File: config.mk
export PLATFORM = sky130hd
export DESIGN_NAME = mul_issue_ctrl
export DESIGN_NICKNAME = d
export VERILOG_FILES = /design/src/rtl/mul_issue_ctrl_pkg.sv /design/src/rtl/mul_issue_ctrl_hilo_reg.sv /design/src/rtl/mul_issue_ctrl.sv
export SDC_FILE = /design/constraint.sdc
export NUM_CORES = 1
export LEC_CHECK = 0
export ABC_AREA = 1
export BUFFER_PORTS_ARGS = -buffer_cell sky130_fd_sc_hd__buf_2
export CAP_MARGIN = 30
export CORE_MARGIN = 10
export CORE_UTILIZATION = 40
export DETAILED_ROUTE_END_ITERATION = 8
export PLACE_DENSITY_LB_ADDON = 0.15
export REMOVE_ABC_BUFFERS = 1
export SLEW_MARGIN = 20
export SYNTH_ARGS = -nofsm -noshare
export SYNTH_HDL_FRONTEND = slang
export SYNTH_SLANG_ARGS = --single-unit
File: constraint.sdc
create_clock -name clk -period 1.55 [get_ports clk]
set_input_delay 0.0775 -clock clk [delete_from_list [all_inputs] [get_ports clk]]
set_output_delay 0.0775 -clock clk [all_outputs]
set_load 0.02 [all_outputs]
File: src/rtl/mul_issue_ctrl_pkg.sv
// Shared constants for the EX-stage multiplier issue controller:
// op-codes, FSM state encoding and multiplier handshake levels.
package mul_issue_ctrl_pkg;

    localparam logic [2:0] MulOpNop   = 3'b000;
    localparam logic [2:0] MulOpMult  = 3'b001;
    localparam logic [2:0] MulOpMultu = 3'b010;
    localparam logic [2:0] MulOpMthi  = 3'b011;
    localparam logic [2:0] MulOpMtlo  = 3'b100;

    localparam logic [1:0] StIdle  = 2'd0;
    localparam logic [1:0] StBusy  = 2'd1;
    localparam logic [1:0] StAbort = 2'd2;
    localparam logic [1:0] StDrain = 2'd3;

    localparam logic MulStart          = 1'b1;
    localparam logic MulStop           = 1'b0;
    localparam logic MulResultReady    = 1'b1;
    localparam logic MulResultNotReady = 1'b0;

endpackage

File: src/rtl/mul_issue_ctrl_hilo_reg.sv
// HI/LO register pair. A whole-pair write (product capture) takes
// priority over the individual MTHI/MTLO writes; in practice they never
// coincide because the mult occupies EX until its capture cycle.
module hilo_reg #(
    parameter int DATA_W = 32
) (
    input  logic                  clk,
    input  logic                  rst,
    input  logic                  i_we_hi,
    input  logic                  i_we_lo,
    input  logic                  i_we_pair,
    input  logic [DATA_W-1:0]     i_wdata,
    input  logic [2*DATA_W-1:0]   i_pair_d,
    output logic [DATA_W-1:0]     o_hi,
    output logic [DATA_W-1:0]     o_lo
);

    // Register pair update: pair capture, else independent half writes.
    always_ff @(posedge clk) begin
        if (rst) begin
            o_hi <= '0;
            o_lo <= '0;
        end else if (i_we_pair) begin
            o_hi <= i_pair_d[2*DATA_W-1:DATA_W];
            o_lo <= i_pair_d[DATA_W-1:0];
        end else begin
            if (i_we_hi) o_hi <= i_wdata;
            if (i_we_lo) o_lo <= i_wdata;
        end
    end

endmodule

File: src/rtl/mul_issue_ctrl.sv
// EX-stage initiator for the multi-cycle multiplier. Issues MULT/MULTU,
// holds the multiplier inputs until ready, stalls the pipeline while a
// product is pending, and captures the product into HI/LO.
//
// state | meaning
// IDLE  | multiplier free, a mult in EX may issue
// BUSY  | product pending for the mult still in EX
// ABORT | the mult was flushed; wait for ready and throw the result away
// DRAIN | start dropped; wait for the multiplier to lower ready
module mul_issue_ctrl
    import mul_issue_ctrl_pkg::*;
#(
    parameter int DATA_W = 32
) (
    input  logic                  clk,
    input  logic                  rst,
    input  logic                  op_valid,
    input  logic [2:0]            op_code,
    input  logic [DATA_W-1:0]     rs_data,
    input  logic [DATA_W-1:0]     rt_data,
    input  logic                  flush,
    output logic                  stall_req,
    output logic [DATA_W-1:0]     hi_o,
    output logic [DATA_W-1:0]     lo_o,
    output logic                  mul_start_o,
    output logic                  mul_signed_o,
    output logic [DATA_W-1:0]     mul_op1_o,
    output logic [DATA_W-1:0]     mul_op2_o,
    input  logic                  mul_ready_i,
    input  logic [2*DATA_W-1:0]   mul_result_i
);

    logic [1:0] r_state;
    logic       w_is_mult;
    logic       w_is_signed;
    logic       w_is_mthi;
    logic       w_is_mtlo;
    logic       w_ready;
    logic       w_issue;
    logic       w_we_pair;

    // Op-code decode; unknown codes fall through as NOP.
    always_comb begin
        w_is_mult   = 1'b0;
        w_is_signed = 1'b0;
        w_is_mthi   = 1'b0;
        w_is_mtlo   = 1'b0;
        if (op_valid) begin
            case (op_code)
                MulOpNop:   ;
                MulOpMult:  begin w_is_mult = 1'b1; w_is_signed = 1'b1; end
                MulOpMultu: w_is_mult = 1'b1;
                MulOpMthi:  w_is_mthi = 1'b1;
                MulOpMtlo:  w_is_mtlo = 1'b1;
                default:    ;
            endcase
        end
    end

    assign w_ready   = (mul_ready_i == MulResultReady);
    assign w_issue   = (r_state == StIdle) && w_is_mult && !flush;
    assign w_we_pair = (r_state == StBusy) && w_ready && !flush;

    // The mult retires in its capture cycle, so the stall releases there.
    assign stall_req = w_is_mult && !flush && !((r_state == StBusy) && w_ready);

    // Issue FSM; operands and signedness are only loaded on issue so they
    // stay put until ready (the multiplier re-reads the MSBs at the end).
    always_ff @(posedge clk) begin
        if (rst) begin
            r_state      <= StIdle;
            mul_start_o  <= MulStop;
            mul_signed_o <= 1'b0;
            mul_op1_o    <= '0;
            mul_op2_o    <= '0;
        end else begin
            case (r_state)
                StIdle: begin
                    if (w_issue) begin
                        mul_op1_o    <= rs_data;
                        mul_op2_o    <= rt_data;
                        mul_signed_o <= w_is_signed;
                        mul_start_o  <= MulStart;
                        r_state      <= StBusy;
                    end
                end
                StBusy: begin
                    // A flush coinciding with ready skips ABORT entirely.
                    if (flush && !w_ready) begin
                        r_state <= StAbort;
                    end else if (w_ready) begin
                        mul_start_o <= MulStop;
                        r_state     <= StDrain;
                    end
                end
                StAbort: begin
                    if (w_ready) begin
                        mul_start_o <= MulStop;
                        r_state     <= StDrain;
                    end
                end
                StDrain: begin
                    if (mul_ready_i == MulResultNotReady) r_state <= StIdle;
                end
                default: r_state <= StIdle;
            endcase
        end
    end

    hilo_reg #(.DATA_W(DATA_W)) u_hilo (
        .clk       (clk),
        .rst       (rst),
        .i_we_hi   (w_is_mthi && !flush),
        .i_we_lo   (w_is_mtlo && !flush),
        .i_we_pair (w_we_pair),
        .i_wdata   (rs_data),
        .i_pair_d  (mul_result_i),
        .o_hi      (hi_o),
        .o_lo      (lo_o)
    );

endmodule
==> Word-level counts from Yosys, hierarchy flattened <==
Index checks and enable logic that the tools add are counted.
{ "classes": {"reduce_logical": 20, "mux": 21, "eq_ne": 10} }
{ "ops": {"columns": ["operator", "count"], "rows": [
  ["2-to-1 mux 32 bit", 4],
  ["2-to-1 mux 1 bit", 11],
  ["logical AND 1 bit", 9],
  ["2-to-1 mux 2 bit", 4],
  ["one-hot mux 2 bit (4 select lines)", 1],
  ["equality test 3 x 2 -> 1 bit (second input constant)", 2],
  ["inequality test 2 bit (second input constant)", 3],
  ["equality test 2 bit (second input constant)", 2],
  ["AND reduction 2 bit", 2],
  ["nonzero test 2 bit", 2],
  ["equality test 3 x 1 -> 1 bit (second input constant)", 1],
  ["equality test 3 bit (second input constant)", 1],
  ["zero test 1 bit", 3],
  ["one-hot mux 1 bit (3 select lines)", 1],
  ["AND reduction 3 bit", 1],
  ["nonzero test 3 bit", 1],
  ["equality test 2 x 1 -> 1 bit (second input constant)", 1],
  ["zero test 2 bit", 1],
  ["OR reduction 2 bit", 1]
]} }
{ "totals": {"wordCells": 58, "reg_bits": 132, "inputBits": 136, "out_inout_bits": 131} }

==> Logic depth before layout (Yosys ltp) <==
{ "logic_depth": {"word_depth": 8, "mapped_depth": 10, "mapped_depth_nobuf": 9} }

==> By module <==
Synthesis repeated with hierarchy kept, for this count alone.
{ "unflattened": {"hier_cells": 825, "hier_area_um2": 5696.7} }
{ "modules_own_cells": {"columns": ["mod", "n_inst", "cells_each", "seq_area_each_um2", "area_per_inst_um2"], "rows": [
  ["hilo_reg", 1, 485, 1281.2, 3039.2],
  ["mul_issue_ctrl", 1, 340, 1361.3, 2657.5]
]} }

==> Least setup slack after synthesis <==
No wires, ideal clock.
{ "synth_path": {"kind": "flip-flop to flip-flop", "from": "register r_state[1]", "to": "register u_hilo.o_hi[22]", "slack_ps": 54, "t_required_ps": 1486, "path_buffers": 1, "setup_ps": 64, "stages_incl_launch_ff": 11, "period_less_slack_ps": 1496, "arrival_time_ps": 1431, "cell_sequence": "dfxtp_1 inv_1 ha_1 nand2_1 inv_2 nand2_2 clkbuf_1 nand2_1 nand2_1 nor2_1 nor2_1"} }
{ "synth_via": {"elab_chain_len": 4, "word_cells_on_any_way": 5, "classes_between": "eq/ne: 1; mux: 1; reduce/logical: 3"} }
{ "synth_rtl": {"columns": ["element", "line", "rtl"], "rows": [
  ["from (decl)", "mul_issue_ctrl.sv:33", "logic [1:0] r_state;"],
  ["from (signal assigned)", "mul_issue_ctrl.sv:71", "r_state <= StIdle;"],
  ["from (signal assigned)", "mul_issue_ctrl.sv:84", "r_state <= StBusy;"],
  ["from (signal assigned)", "mul_issue_ctrl.sv:90", "r_state <= StAbort;"],
  ["equality test 2 x 1 -> 1 bit (*)", "mul_issue_ctrl.sv:62", "assign w_we_pair = (r_state == StBusy) && w_ready && !flush;"],
  ["logical AND 1 bit (*) (2 in series)", "mul_issue_ctrl.sv:62", null],
  ["2-to-1 mux 32 bit / nonzero test 2 bit (equally long branches)", null, null],
  ["to (signal assigned)", "mul_issue_ctrl_hilo_reg.sv:24", "o_hi <= i_pair_d[2*DATA_W-1:DATA_W];"],
  ["to (signal assigned)", "mul_issue_ctrl_hilo_reg.sv:27", "if (i_we_hi) o_hi <= i_wdata;"],
  ["to (decl)", "mul_issue_ctrl_hilo_reg.sv:14", "output logic [DATA_W-1:0] o_hi,"]
]} }
Every way passes the cells marked *; elsewhere a longest branch is shown, timed or not.
A chain may end at the register's enable or synchronous reset.

==> Worst setup path after layout <==
{ "layout_path": {"from": "register r_state[1]", "to": "output stall_req"} }
{ "layout_via": {"elab_chain_len": 4} }
{ "layout_rtl": {"columns": ["element", "line", "rtl"], "rows": [
  ["equality test 2 x 1 -> 1 bit", "mul_issue_ctrl.sv:65", "assign stall_req = w_is_mult && !flush && !((r_state == StBusy) && w_ready);"],
  ["logical AND 1 bit", "mul_issue_ctrl.sv:65", null],
  ["zero test 1 bit", "mul_issue_ctrl.sv:65", null],
  ["logical AND 1 bit", "mul_issue_ctrl.sv:65", null],
  ["to (decl)", "mul_issue_ctrl.sv:22", "output logic stall_req,"]
]} }
No other way between the ends.

==> impl_metrics.env <==
export IMPL_status="complete, no violations"
export IMPL_synthAdderAreaFrac_pct=1.34
export IMPL_ys_types=21
export IMPL_dpl_hpwl_um=15000
export IMPL_vias=6350
export IMPL_overflow=0
export IMPL_slew_viol_final=0
export IMPL_synth_top_cell_by_area="dfxtp_1"
export IMPL_worstMarginPinSlew_ps=628
export IMPL_power_density_nw_per_um2=1280
export IMPL_crit_chain="inv_2, ha_4, nand2_2, inv_4, buf_12, nor2_4, buf_6"
export IMPL_portBuffers=266
export IMPL_initial_utilization_pct=40.6
export IMPL_fmax_ghz=0.673
export IMPL_worstSetupStartpointType="flop"
export IMPL_muxShareOfSynthArea_pct=0
export IMPL_worstRegToRegCells=8
export IMPL_grt_max_degree=67
export IMPL_clock_path_buffers=2
export IMPL_synth_seq_cells=132
export IMPL_critical_path_arrival_ps=1410
export IMPL_die_area_sq_um=19100
export IMPL_slew_headroom_pct=58.1
export IMPL_synthesis_area_sq_um=5600
export IMPL_finalCriticalPeriod_ps=1490
export IMPL_die_h_um=138
export IMPL_cts_buffers=17
export IMPL_crit_fanout=3
export IMPL_insertion_delay_ps=410
export IMPL_skew_ps=5.05
export IMPL_power_mw=11.1
export IMPL_grt_pass1_vias=6223
export IMPL_ys_seq_area_share_pct=47.2
export IMPL_slowest_delay_ps=330
export IMPL_fin_crit_sh_pct=95.8
export IMPL_grt_pass1_wl_um=33900
export IMPL_cpMaxStageDelayCell="dfxtp_2"
export IMPL_area_growth_pct=55.0
export IMPL_drt_wl_total_um=22200
export IMPL_core_area_sq_um=13800
export IMPL_antenna_cells=0
export IMPL_htreeDepth=4
export IMPL_synth_xor_area_share_pct=0
export IMPL_yosys_warnings=0
export IMPL_path_buf_inv=4
export IMPL_first_pass_iters=5
export IMPL_syn_area_per_cell_sq_um=7.03
export IMPL_finalHoldViolations=0
export IMPL_rr_startpoint="r_state[1]"
export IMPL_drt_wirelength_per_cell_um=16.9
export IMPL_synth_simple_gate_area_share_pct=32.7
export IMPL_ant_nets=0
export IMPL_drc_errors=0
export IMPL_setup_tns_ps=0
export IMPL_worst_r2r_setup_slack_ps=70
export IMPL_maxCapViolCount=0
export IMPL_clock_sinks=132
export IMPL_drive_gt1_share_pct=32.4
export IMPL_synth_top_area_share_pct=47.2
export IMPL_initialDrtViolationCount=406
export IMPL_fp_row_count=43
export IMPL_cts_root_buffer="clkbuf_16"
export IMPL_num_nets_final=1267
export IMPL_clkTransAtPathRegs_ps=60
export IMPL_via_per_inst=4.82
export IMPL_worstSetupEndpointType="primary output"
export IMPL_gr_usage_all_layers_pct=21.5
export IMPL_p_leak_nw=4.32
export IMPL_setup_violations_final=0
export IMPL_cp_required_ps=1470
export IMPL_endpoint="stall_req"
export IMPL_hold_path_class="primary input to flop"
export IMPL_place_gp_congestion=0.843
export IMPL_netlist_instances=796
export IMPL_antenna_found_initial=0
export IMPL_crit_family="buffers and inverters"
export IMPL_fp_dieW_um=138
export IMPL_setup_worst_path_start="r_state[1]"
export IMPL_cts_tree="yes"
export IMPL_synth_top_family_by_area="simple AND/OR/NAND/NOR gates"
export IMPL_r2r_end="mul_op2_o[19]"
export IMPL_synth_compound_area_share_pct=12.7
export IMPL_ir_drop_mv=0.649
export IMPL_cp_depth=7
export IMPL_netlist_top_cells_area="dfxtp_1 47%, nand2_1 16%, nor2_1 9.1%"
export IMPL_ioPinCount=267
export IMPL_crit_type="flop to primary output"
==> cell type report <==
| type | instances | area [sq um] |
|---|---|---|
| clock inverters | 9 | 128 |
| clock buffers | 22 | 474 |
| multi-input cells | 595 | 2670 |
| fillers | 1262 | 5100 |
| well taps | 180 | 225 |
| inverters | 12 | 52.6 |
| flip-flops and latches | 132 | 2650 |
| repair buffers | 367 | 2480 |
==> Yosys cell counts <==
| cell type | n |
|---|---|
| dfxtp_1 | 132 |
| nand4_1 | 1 |
| inv_2 | 3 |
| o21ai_1 | 11 |
| a21oi_2 | 10 |
| ha_1 | 6 |
| nand2_2 | 11 |
| nor2_2 | 1 |
| o211ai_1 | 1 |
| inv_1 | 9 |
| nor3_1 | 1 |
| o21ai_0 | 54 |
| clkbuf_1 | 21 |
| nand3_1 | 67 |
| buf_6 | 6 |
| a21oi_1 | 58 |
| buf_2 | 26 |
| nor2_1 | 135 |
| buf_1 | 4 |
| nand2_1 | 238 |
| nand3_2 | 1 |
==> placed cells by master, fill, tap and decap left out, types with 10 or more instances in the layout <==
master         Yosys  routed
dfxtp_1          132     130
a21oi_1           58      58
nand2_1          238     234
clkbuf_16          0      20
buf_4              0      17
dlygate4sd3_1      0      66
nand2_2           11      13
o21ai_0           54      54
a21oi_2           10      10
nor2_1           135     133
buf_2             26     265
nand3_1           67      67
o21ai_1           11      11
==> logic make-up (layout without fill, tap and decap cells) <==
group,Yosys count,after routing
buffers and inverters,69,410
DFF,132,132
AOI/OAI and AO/OA,134,134
and+or+nand+nor,455,455
adders and majority gates,6,6
==> sequential cells by signal, summed over array words and instances (netlist names) <==
register	count
u_hilo.o_hi	32
mul_op1_o	32
mul_op2_o	32
mul_signed_o	1
u_hilo.o_lo	32
mul_start_o	1
r_state	2
==> worst min path at each step <==
stage,start,endpoint,slack (ps),cells past startpoint
5_1_grt,mul_result_i[0],u_hilo.o_lo[0],20,5
2_1_floorplan,rst,mul_op1_o[16],140,1
3_3_place_gp,rt_data[28],mul_op2_o[28],330,3
3_5_place_dp,rt_data[28],mul_op2_o[28],330,3
4_1_cts,mul_result_i[56],u_hilo.o_hi[24],0.6,5
6_report,mul_result_i[32],u_hilo.o_hi[0],20,5
==> tightest hold or removal path: cells and delay by family <==
| kind | cells | cell delay [ps] |
|---|---|---|
| and+or+nand+nor | 4 | 240 |
| buffers and inverters | 1 | 80 |
==> where the power goes <==
group	switching, mW	total (mW)	internal, mW	leakage, nW
clock	1.44	4.08	2.64	0.288
combinational	1.87	3.09	1.22	2.96
sequential	0.171	3.90	3.73	1.07
==> layer usage <==
| metal | track usage [%] | up-vias | wire, um |
|---|---|---|---|
| li1 | - | 3216 | - |
| met1 | 26.3 | 2847 | 9520 |
| met2 | 34.3 | 266 | 10300 |
| met3 | 8.42 | 21 | 2150 |
| met4 | 5.88 | 0 | 278 |
| met5 | 0 | - | 0 |
==> metrics by stage <==
stage	hold slack [ps]	instances	cell area, sq um	worst slack (ps)	util [%]
floorplan	140	739	5310	-1560	-
global placement	332	1213	7170	122	52.1
detailed placement	333	1213	7170	40.0	52.1
CTS	0.614	1313	8520	8.37	61.9
global route	21.4	1317	8670	-13.6	63.0
finish	17.9	1317	8670	64.5	63.0
==> timing repair <==
action / 4_1_cts / 5_1_grt
buffers inserted: 1 / 1
hold buffers: 66 / 0
endpoints found under the hold margin: 65 / 0
gates cloned: 2 / 3
pin swaps: 1 / 2
endpoints found under the setup margin: 1 / 83
resized for setup: 6 / 24
Power figures use the tool's default switching activity.
